$ cat src/rtl/fb_stream_axi_writer.sv
// Framebuffer stream to AXI4 write master: splits each commanded transfer into INCR bursts
// that never cross a 4 KiB page, with one burst in flight and W data passed straight from the stream.
module fb_stream_axi_writer #(
    parameter int STREAM_WIDTH  = 64,
    parameter int ADDR_WIDTH    = 32,
    parameter int MAX_BURST_LEN = 16
) (
    input  logic                      aclk,
    input  logic                      resetn,
    input  logic                      s_avalid,
    output logic                      s_aready,
    input  logic [ADDR_WIDTH-1:0]     s_aaddr,
    input  logic [ADDR_WIDTH-1:0]     s_abytes,
    input  logic                      s_axis_tvalid,
    output logic                      s_axis_tready,
    input  logic [STREAM_WIDTH-1:0]   s_axis_tdata,
    input  logic [STREAM_WIDTH/8-1:0] s_axis_tstrb,
    input  logic                      s_axis_tlast,
    output logic                      m_axi_awvalid,
    input  logic                      m_axi_awready,
    output logic [ADDR_WIDTH-1:0]     m_axi_awaddr,
    output logic [7:0]                m_axi_awlen,
    output logic [2:0]                m_axi_awsize,
    output logic [1:0]                m_axi_awburst,
    output logic                      m_axi_wvalid,
    input  logic                      m_axi_wready,
    output logic [STREAM_WIDTH-1:0]   m_axi_wdata,
    output logic [STREAM_WIDTH/8-1:0] m_axi_wstrb,
    output logic                      m_axi_wlast,
    input  logic                      m_axi_bvalid,
    output logic                      m_axi_bready,
    input  logic [1:0]                m_axi_bresp,
    output logic                      busy,
    output logic                      errResp,
    output logic                      errStream
);

    localparam int STRB_WIDTH = STREAM_WIDTH / 8;
    localparam int SH         = $clog2(STRB_WIDTH);
    localparam logic [ADDR_WIDTH-1:0] MAX_LEN_A = ADDR_WIDTH'(MAX_BURST_LEN);

    localparam logic [2:0] S_IDLE  = 3'd0;
    localparam logic [2:0] S_CALC  = 3'd1;
    localparam logic [2:0] S_ADDR  = 3'd2;
    localparam logic [2:0] S_DATA  = 3'd3;
    localparam logic [2:0] S_RESP  = 3'd4;
    localparam logic [2:0] S_DRAIN = 3'd5;

    logic [2:0]            state_q, state_d;
    logic [ADDR_WIDTH-1:0] addr_q, addr_d;
    logic [ADDR_WIDTH-1:0] rem_q, rem_d;
    logic [8:0]            len_q, len_d;
    logic [8:0]            beat_q, beat_d;
    logic                  zfill_q, zfill_d;
    logic                  miss_q, miss_d;
    logic                  busy_q, busy_d;
    logic                  err_resp_q, err_resp_d;
    logic                  err_stream_q, err_stream_d;
    logic                  aready_q, awvalid_q, bready_q;

    logic                  accept_s, w_hs_s, last_beat_s, final_beat_s;
    logic [8:0]            len_m1_s;
    logic [ADDR_WIDTH-1:0] beats_s, cap_s, cand_s;
    logic [12:0]           room_bytes_s, room_beats_s;
    logic                  unused_s;

    assign accept_s     = s_avalid && aready_q;
    assign len_m1_s     = len_q - 9'd1;
    assign last_beat_s  = (beat_q == len_m1_s);
    // The final counted beat of the whole transfer is the last beat of the burst that empties rem_q.
    assign final_beat_s = last_beat_s && (rem_q == ADDR_WIDTH'(len_q));
    assign beats_s      = (s_abytes >> SH) + ADDR_WIDTH'(|s_abytes[SH-1:0]);
    assign room_bytes_s = 13'h1000 - {1'b0, addr_q[11:0]};
    assign room_beats_s = room_bytes_s >> SH;
    assign cap_s        = (rem_q < MAX_LEN_A) ? rem_q : MAX_LEN_A;
    assign cand_s       = (ADDR_WIDTH'(room_beats_s) < cap_s) ? ADDR_WIDTH'(room_beats_s) : cap_s;
    assign unused_s     = ^{s_aaddr[SH-1:0], cand_s[ADDR_WIDTH-1:9], len_m1_s[8]};

    // After an early tlast the remaining beats are written with zero strobes and the stream is left alone.
    assign m_axi_wvalid  = (state_q == S_DATA) && (zfill_q || s_axis_tvalid);
    assign s_axis_tready = ((state_q == S_DATA) && !zfill_q && m_axi_wready) || (state_q == S_DRAIN);
    assign m_axi_wdata   = ((state_q == S_DATA) && !zfill_q) ? s_axis_tdata : {STREAM_WIDTH{1'b0}};
    assign m_axi_wstrb   = ((state_q == S_DATA) && !zfill_q) ? s_axis_tstrb : {STRB_WIDTH{1'b0}};
    assign m_axi_wlast   = (state_q == S_DATA) && last_beat_s;
    assign w_hs_s        = m_axi_wvalid && m_axi_wready;

    assign s_aready      = aready_q;
    assign m_axi_awvalid = awvalid_q;
    assign m_axi_awaddr  = addr_q;
    assign m_axi_awlen   = len_m1_s[7:0];
    assign m_axi_awsize  = 3'(SH);
    assign m_axi_awburst = 2'b01;
    assign m_axi_bready  = bready_q;
    assign busy          = busy_q;
    assign errResp       = err_resp_q;
    assign errStream     = err_stream_q;

    // Transfer sequencing: command latch, burst sizing, beat counting and response bookkeeping.
    always_comb begin
        state_d      = state_q;
        addr_d       = addr_q;
        rem_d        = rem_q;
        len_d        = len_q;
        beat_d       = beat_q;
        zfill_d      = zfill_q;
        miss_d       = miss_q;
        busy_d       = busy_q;
        err_resp_d   = err_resp_q;
        err_stream_d = err_stream_q;
        case (state_q)
            S_IDLE: begin
                if (accept_s) begin
                    addr_d       = {s_aaddr[ADDR_WIDTH-1:SH], {SH{1'b0}}};
                    rem_d        = beats_s;
                    busy_d       = 1'b1;
                    err_resp_d   = 1'b0;
                    err_stream_d = 1'b0;
                    zfill_d      = 1'b0;
                    miss_d       = 1'b0;
                    state_d      = S_CALC;
                end else begin
                    state_d = S_IDLE;
                end
            end
            S_CALC: begin
                if (rem_q == {ADDR_WIDTH{1'b0}}) begin
                    busy_d  = 1'b0;
                    state_d = S_IDLE;
                end else begin
                    len_d   = cand_s[8:0];
                    beat_d  = 9'd0;
                    state_d = S_ADDR;
                end
            end
            S_ADDR: begin
                if (m_axi_awready) begin
                    state_d = S_DATA;
                end else begin
                    state_d = S_ADDR;
                end
            end
            S_DATA: begin
                if (w_hs_s) begin
                    beat_d = beat_q + 9'd1;
                    if (!zfill_q && s_axis_tlast && !final_beat_s) begin
                        zfill_d      = 1'b1;
                        err_stream_d = 1'b1;
                    end else if (!zfill_q && !s_axis_tlast && final_beat_s) begin
                        miss_d       = 1'b1;
                        err_stream_d = 1'b1;
                    end else begin
                        zfill_d = zfill_q;
                    end
                    if (last_beat_s) begin
                        beat_d  = 9'd0;
                        state_d = S_RESP;
                    end else begin
                        state_d = S_DATA;
                    end
                end else begin
                    state_d = S_DATA;
                end
            end
            S_RESP: begin
                if (m_axi_bvalid) begin
                    err_resp_d = err_resp_q | (m_axi_bresp != 2'b00);
                    addr_d     = addr_q + (ADDR_WIDTH'(len_q) << SH);
                    rem_d      = rem_q - ADDR_WIDTH'(len_q);
                    if (rem_q == ADDR_WIDTH'(len_q)) begin
                        busy_d  = 1'b0;
                        state_d = miss_q ? S_DRAIN : S_IDLE;
                    end else begin
                        state_d = S_CALC;
                    end
                end else begin
                    state_d = S_RESP;
                end
            end
            S_DRAIN: begin
                if (s_axis_tvalid && s_axis_tlast) begin
                    state_d = S_IDLE;
                end else begin
                    state_d = S_DRAIN;
                end
            end
            default: begin
                state_d = S_IDLE;
            end
        endcase
    end

    // State registers; handshake outputs are registered from the next state so they track it exactly.
    always_ff @(posedge aclk) begin
        if (!resetn) begin
            state_q      <= S_IDLE;
            addr_q       <= {ADDR_WIDTH{1'b0}};
            rem_q        <= {ADDR_WIDTH{1'b0}};
            len_q        <= 9'd1;
            beat_q       <= 9'd0;
            zfill_q      <= 1'b0;
            miss_q       <= 1'b0;
            busy_q       <= 1'b0;
            err_resp_q   <= 1'b0;
            err_stream_q <= 1'b0;
            aready_q     <= 1'b0;
            awvalid_q    <= 1'b0;
            bready_q     <= 1'b0;
        end else begin
            state_q      <= state_d;
            addr_q       <= addr_d;
            rem_q        <= rem_d;
            len_q        <= len_d;
            beat_q       <= beat_d;
            zfill_q      <= zfill_d;
            miss_q       <= miss_d;
            busy_q       <= busy_d;
            err_resp_q   <= err_resp_d;
            err_stream_q <= err_stream_d;
            aready_q     <= (state_d == S_IDLE);
            awvalid_q    <= (state_d == S_ADDR);
            bready_q     <= (state_d == S_RESP);
        end
    end

endmodule

$ cat config.mk
export PLATFORM = sky130hd
export DESIGN_NAME = fb_stream_axi_writer
export DESIGN_NICKNAME = d
export VERILOG_FILES = /design/src/rtl/fb_stream_axi_writer.sv
export SDC_FILE = /design/constraint.sdc
export NUM_CORES = 1
export LEC_CHECK = 0
export CORE_ASPECT_RATIO = 0.8
export CORE_MARGIN = 2
export CORE_UTILIZATION = 30
export DETAILED_ROUTE_END_ITERATION = 7
export PLACE_DENSITY = 0.64
export SLEW_MARGIN = 40
export SYNTH_ARGS = -nofsm -noshare
export SYNTH_HDL_FRONTEND = slang
export SYNTH_SLANG_ARGS = --single-unit
$ cat constraint.sdc
create_clock -name aclk -period 3.4 [get_ports aclk]
set_input_delay 0.68 -clock aclk [delete_from_list [all_inputs] [get_ports aclk]]
set_output_delay 0.68 -clock aclk [all_outputs]
set_load 0.05 [all_outputs]
**Word level (Yosys, flattened, before mapping)**

Cells that the tools add are included.

- Memory bits (writable): 0
- Bits in read-only memories: 0
- Output and inout port bits: 126
- Memories kept: 0
- Input port bits: 146
- Flip-flop bits (word level): 93
- Bits in latches: 0

- $mul: 0
- Reduce and logical (&&, ||, !) cells: 33
- $lt $le $gt $ge: 2
- Multiplexer cells: 42
- Add/subtract/negate cells: 6
- Div/mod/pow operators: 0
- Bitwise gates (word level): 2
- Shifts and indexed selects: 0
- Equal/unequal tests: 19

Operator list:

| cell | number |
|---|---|
| $mux W32 | 5 |
| $pmux W32 S2 | 2 |
| $mux W64 | 1 |
| $mux W9 | 4 |
| $add A32 B12 Y32 | 1 |
| $eq A32 B9 Y1 | 1 |
| $logic_not A32 Y1 | 1 |
| $lt A10 B32 Y1 | 1 |
| $lt A32 B5 Y1 const B | 1 |
| $sub A32 B9 Y32 | 1 |
| $add A29 B1 Y30 | 1 |
| $mux W3 | 6 |
| $pmux W3 S6 | 1 |
| $pmux W9 S2 | 1 |
| $mux W1 | 15 |
| $ne A2 B2 Y1 const B | 7 |
| $sub A13 B12 Y13 const A | 1 |
| $logic_and A1 B1 Y1 | 12 |
| $reduce_and A5 Y1 | 2 |
| $add A9 B1 Y9 const B | 1 |
| $eq A3 B2 Y1 const B | 3 |
| $eq A3 B3 Y1 const B | 3 |
| $eq A9 B9 Y1 | 1 |
| $sub A9 B1 Y9 const B | 1 |
| 18 further kinds | 31 |

**Logic depth before layout (Yosys ltp)**

- Depth in word-level cells: 8
- Depth in mapped cells: 13

**Worst setup path before layout**

OpenSTA, ideal clock, no wires.

- Path type: register -> output
- Start point: reg len_q[0]
- End point: out m_axi_wlast
- Cell stages (with the launch flop): 9
- Slack: -1.267 ns
- Data required time: 2.720 ns
- Buffers on the path: 1
- Arrival: 3.987 ns
- Cell sequence: dfxtp_1 > inv_1 > ha_1 > clkbuf_1 > xor2_1 > xnor2_1 > nand3_1 > or4b_4 > nor3_1

- Longest elaborated chain between the ends: 3

Ends and longest elaborated chain:

| element | line | source |
|---|---|---|
| start, declared | 52 | `logic [8:0] len_q, len_d;` |
| start signal, assigned | 212 | `len_q <= len_d;` |
| $sub A9 B1 Y9 | 68 | `assign len_m1_s = len_q - 9'd1;` |
| net m_axi_awlen[0] | 22 | `output logic [7:0] m_axi_awlen,` |
| $eq A9 B9 Y1 | 69 | `assign last_beat_s = (beat_q == len_m1_s);` |
| $logic_and A1 B1 Y1 | 84 | `assign m_axi_wlast = (state_q == S_DATA) && last_beat_s;` |
| end, declared | 29 | `output logic m_axi_wlast,` |

The timed path passes the listed nets, and every way through them passes these cells.

**Worst setup path in the final report**

- Start point: reg len_q[0]
- End point: out m_axi_wlast

- Longest elaborated chain between the ends: 3

Ends and longest elaborated chain:

| element | line |
|---|---|
| $sub A9 B1 Y9 | 68 |
| $eq A9 B9 Y1 | 69 |
| $logic_and A1 B1 Y1 | 84 |

Every way passes these cells.

==> summary.md <==
| Metric | Value |
|---|---|
| Initial core utilization | 30.72% |
| Boundary Pins | between 200 and 300 |
| GRT overflow | 0 |
| Clk_lat worst skew | ~0.36 ns |
| Worst path required time | ~2.7 ns |
| Synth warn | 0 |
| DRT Pass-1 Iters | 5 |
| Chip width | 180.9 um |
| Crit Path Class | reg2out |
| Core ar. | between 20000 and 25000 um^2 |
| Clock root cell | clkbuf_16 |
| Max incr delay on CP | 0.58 ns |
| Met3 GRT Util | about 4.5% |
| Final wirelength | 30880 um |
| Final setup fails | 0 |
| Fmax | 303.6 MHz |
| Vias in the first global route | a little over 8k |
| Final period util | 96.87% |
| Area of the multi-input gates | 5477 um^2 |
| Cells along the critical path | clkinvlp_4, ha_4, nor3b_2, xnor2_1, nand2_1, or4b_4, nor3_4, buf_12 |
| Chip height | 145.5 um |
| Arrival time worst endpoint | 2.61 ns |
| GRT met1 Usage | 29.15% |
| Seq/Total Area, Yosys | 24.00% |
| First DRT Iteration DRCs | 646 |
| First-pass GRT wire length | around 47000 um |
| Via count | between 8k and 9k |
| Slowest cell on the critical path | or4b_4 |
| Crit start category | register |
| CP endpoint kind | primary output |
| Max VDD drop | 0.2733 mV |
| Clk buf depth | 2 |
| EDFF count, synth | 0 |
| H-Tree Depth | 3 |
| Hold/Removal Path Class | reg2reg |
| Top_reg_cell synth | dfxtp_1 |
| DP Worst Slack | between 0.08 and 0.09 ns |
| Finished Core Util | 48.26% |
| TritonCTS buffer count | 9 |
| Final Skew | 0.008796 ns |
| Largest net degree at the start of global routing | 73 |
| GPL Wtd Cong | 0.9398 |
| Post-DP HPWL | 24750 um |
| Netlist cell types | 84 |
| Post-synthesis cell count | 1011 |
| Met2 global-route usage | between 30% and 40% |
| DR WL/cell | 19.35 um |
| Min Clock Period, post-route | 3.294 ns |
| Final WS setup | 0.1064 ns |
| Worst-Margin Slew | slightly above 0.7 ns |
| Max Slew Vio Count | 0 |
| Power Dens Cells | 466.5 nW/um^2 |
| Post-Syn Area | 7508 um^2 |
| Gr busiest metal | met2 |
| Clk slew on worst S/H paths | 0.07 ns |
| Overall routing resource usage | between 20% and 30% |
| DRC errors left | 0 |
| Async set or reset register ratio after synthesis | 0% |
| # fillers | 2331 |
| DP Area | 11350 um^2 |
| Sink count of the clock tree | 90 |
| Initial antenna violation count | 8 |
| NumNets Final | around 1.5k |
| Mean Syn Cell Area | 7.427 um^2 |
| Die area | 26320 um^2 |
| CP Max Fanout | 9 |
| Final ANT Viol Nets | 0 |
| Post-route cell area | 11800 um^2 |
| Max_slew headroom | 51.70% |
| Num rows | between 50 and 60 |
| Total Neg Setup Slack | 0 ns |
| Port buffer count | 260 |
| CTS tree | yes |
| Final hold violation count | 0 |
| Area Growth Syn to Fin | 57.09% |
| Register area | ~1800 um^2 |
| Vias per cell | 5.459 |
| Layout cells sized above 1 | between 10% and 20% |
| Outcome | complete, no violations |
| LEAKAGE | ~4.5 nW |
| Register bit total from synthesis | 90 |
| Number of max-cap violations | 0 |
-- through the flow --
step | instances | power (W) | hold WS [ns]
after global placement | 1571 | 0.004158 | 0.4349
after CTS | 1589 | 0.005369 | 0.4501
final | 1596 | 0.005502 | 0.4441
after floorplan | 1022 | 0.003257 | 0.4306
after detailed placement | 1571 | 0.004204 | 0.4409
after global routing | 1596 | 0.005836 | 0.4659
-- routing by layer --
layer	vias to the layer above	share of wire, %
met5	-	0
met4	0	1.6
met3	33	7.9
met2	391	49
met1	4099	42
li1	4189	-
-- where the power goes --
part           internal (W)  total (W)  switching (W)
Sequential          0.00119    0.00138       0.000189
Clock              0.000686    0.00114       0.000457
Combinational       0.00123    0.00298        0.00175
Total               0.00311    0.00550        0.00239
-- cell families (layout without fill, tap and decap cells) --
family / count (synthesis) / count (layout) / share of synthesized area [%]
AOI/OAI and AO/OA: 257 / 257 / 23.95
muxes: 3 / 3 / 0.3999
xor gates and xnor gates: 60 / 60 / 7.182
and+or+nand+nor: 470 / 470 / 33.13
DFF: 90 / 90 / 24.00
adders and majority gates: 35 / 35 / 6.032
buffers and inverters: 94 / 348 / 5.216
other: 2 / 15 / 0.1000
-- state kept, by name, summed over array words and instances, names as in the netlist --
| name | flops |
|---|---|
| rem_q | 32 |
| m_axi_awaddr | 29 |
| beat_q | 9 |
| len_q | 9 |
| state_q | 3 |
| busy | 1 |
| errResp | 1 |
| errStream | 1 |
| m_axi_awvalid | 1 |
| m_axi_bready | 1 |
| miss_q | 1 |
| s_aready | 1 |
| zfill_q | 1 |
-- cell type report --
class                   count  area share [%]
diodes                      2         0.04243
inverters                  30          0.9865
multi-input cells         838           46.43
clock inverters             4          0.6259
well taps                 318           3.373
clock buffers              12           2.175
flip-flops and latches     90           15.31
repair buffers            302           31.06
-- worst max-delay path, delay by kind of cell (launching register included) --
kind | cells | cell delay (ns)
and+or+nand+nor | 4 | 1.09
DFF | 1 | 0.41
buffers and inverters | 2 | 0.31
adders and majority gates | 1 | 0.22
xor gates and xnor gates | 1 | 0.21
-- placed cells by master, fill, tap and decap left out, types with 40 or more instances in the layout --
cell type	instances
clkdlybuf4s50_1	183
nor2_1	82
and2_1	81
nand3_1	52
buf_4	44
xnor2_1	40
nand2_1	106
o21ai_0	43
buf_12	75
a21oi_1	50
dfxtp_1	89
-- timing repair --
item                                    CTS  global route
resized for setup                         1             9
pin swaps                                 1             6
endpoints found under the setup margin    1             8
hold endpoints to repair                  0             0
hold buffers                              0             0
setup buffers                             2             5
-- Yosys cell counts, types with 6 or more instances --
library cell	n	area, um^2
and4_1	7	61.31
nor2b_1	10	62.56
o311ai_0	7	61.31
a21o_1	9	67.56
o21a_1	11	82.58
nor4_1	12	75.07
and2_1	81	506.7
and3_1	17	106.4
a22oi_1	12	90.09
or4_1	9	67.56
or3_1	20	125.1
a21oi_1	50	250.2
nand2b_1	6	37.54
o21ai_0	44	220.2
nand4_1	14	87.58
o211ai_1	15	112.6
nand2_1	106	397.9
a211oi_1	14	105.1
nor3_1	21	105.1
a31oi_1	18	112.6
xnor2_1	40	350.3
buf_1	6	22.52
clkbuf_1	45	168.9
dfxtp_1	90	1802
ha_1	33	412.9
inv_1	29	108.9
buf_4	9	67.56
nor2_1	84	315.3
xor2_1	19	166.4
nand3_1	52	260.3
a311oi_1	12	105.1
-- worst paths after layout --
path	startpoint	endpoint	slack, ns	cells past startpoint
worst max-delay path	len_q[0]	m_axi_wlast	0.11	8
worst min-delay path	errStream	errStream	0.44	2
worst max register to register	rem_q[15]	len_q[1]	0.19	13
worst min register to register	errStream	errStream	0.44	2
(Power assumes the default switching activity.)
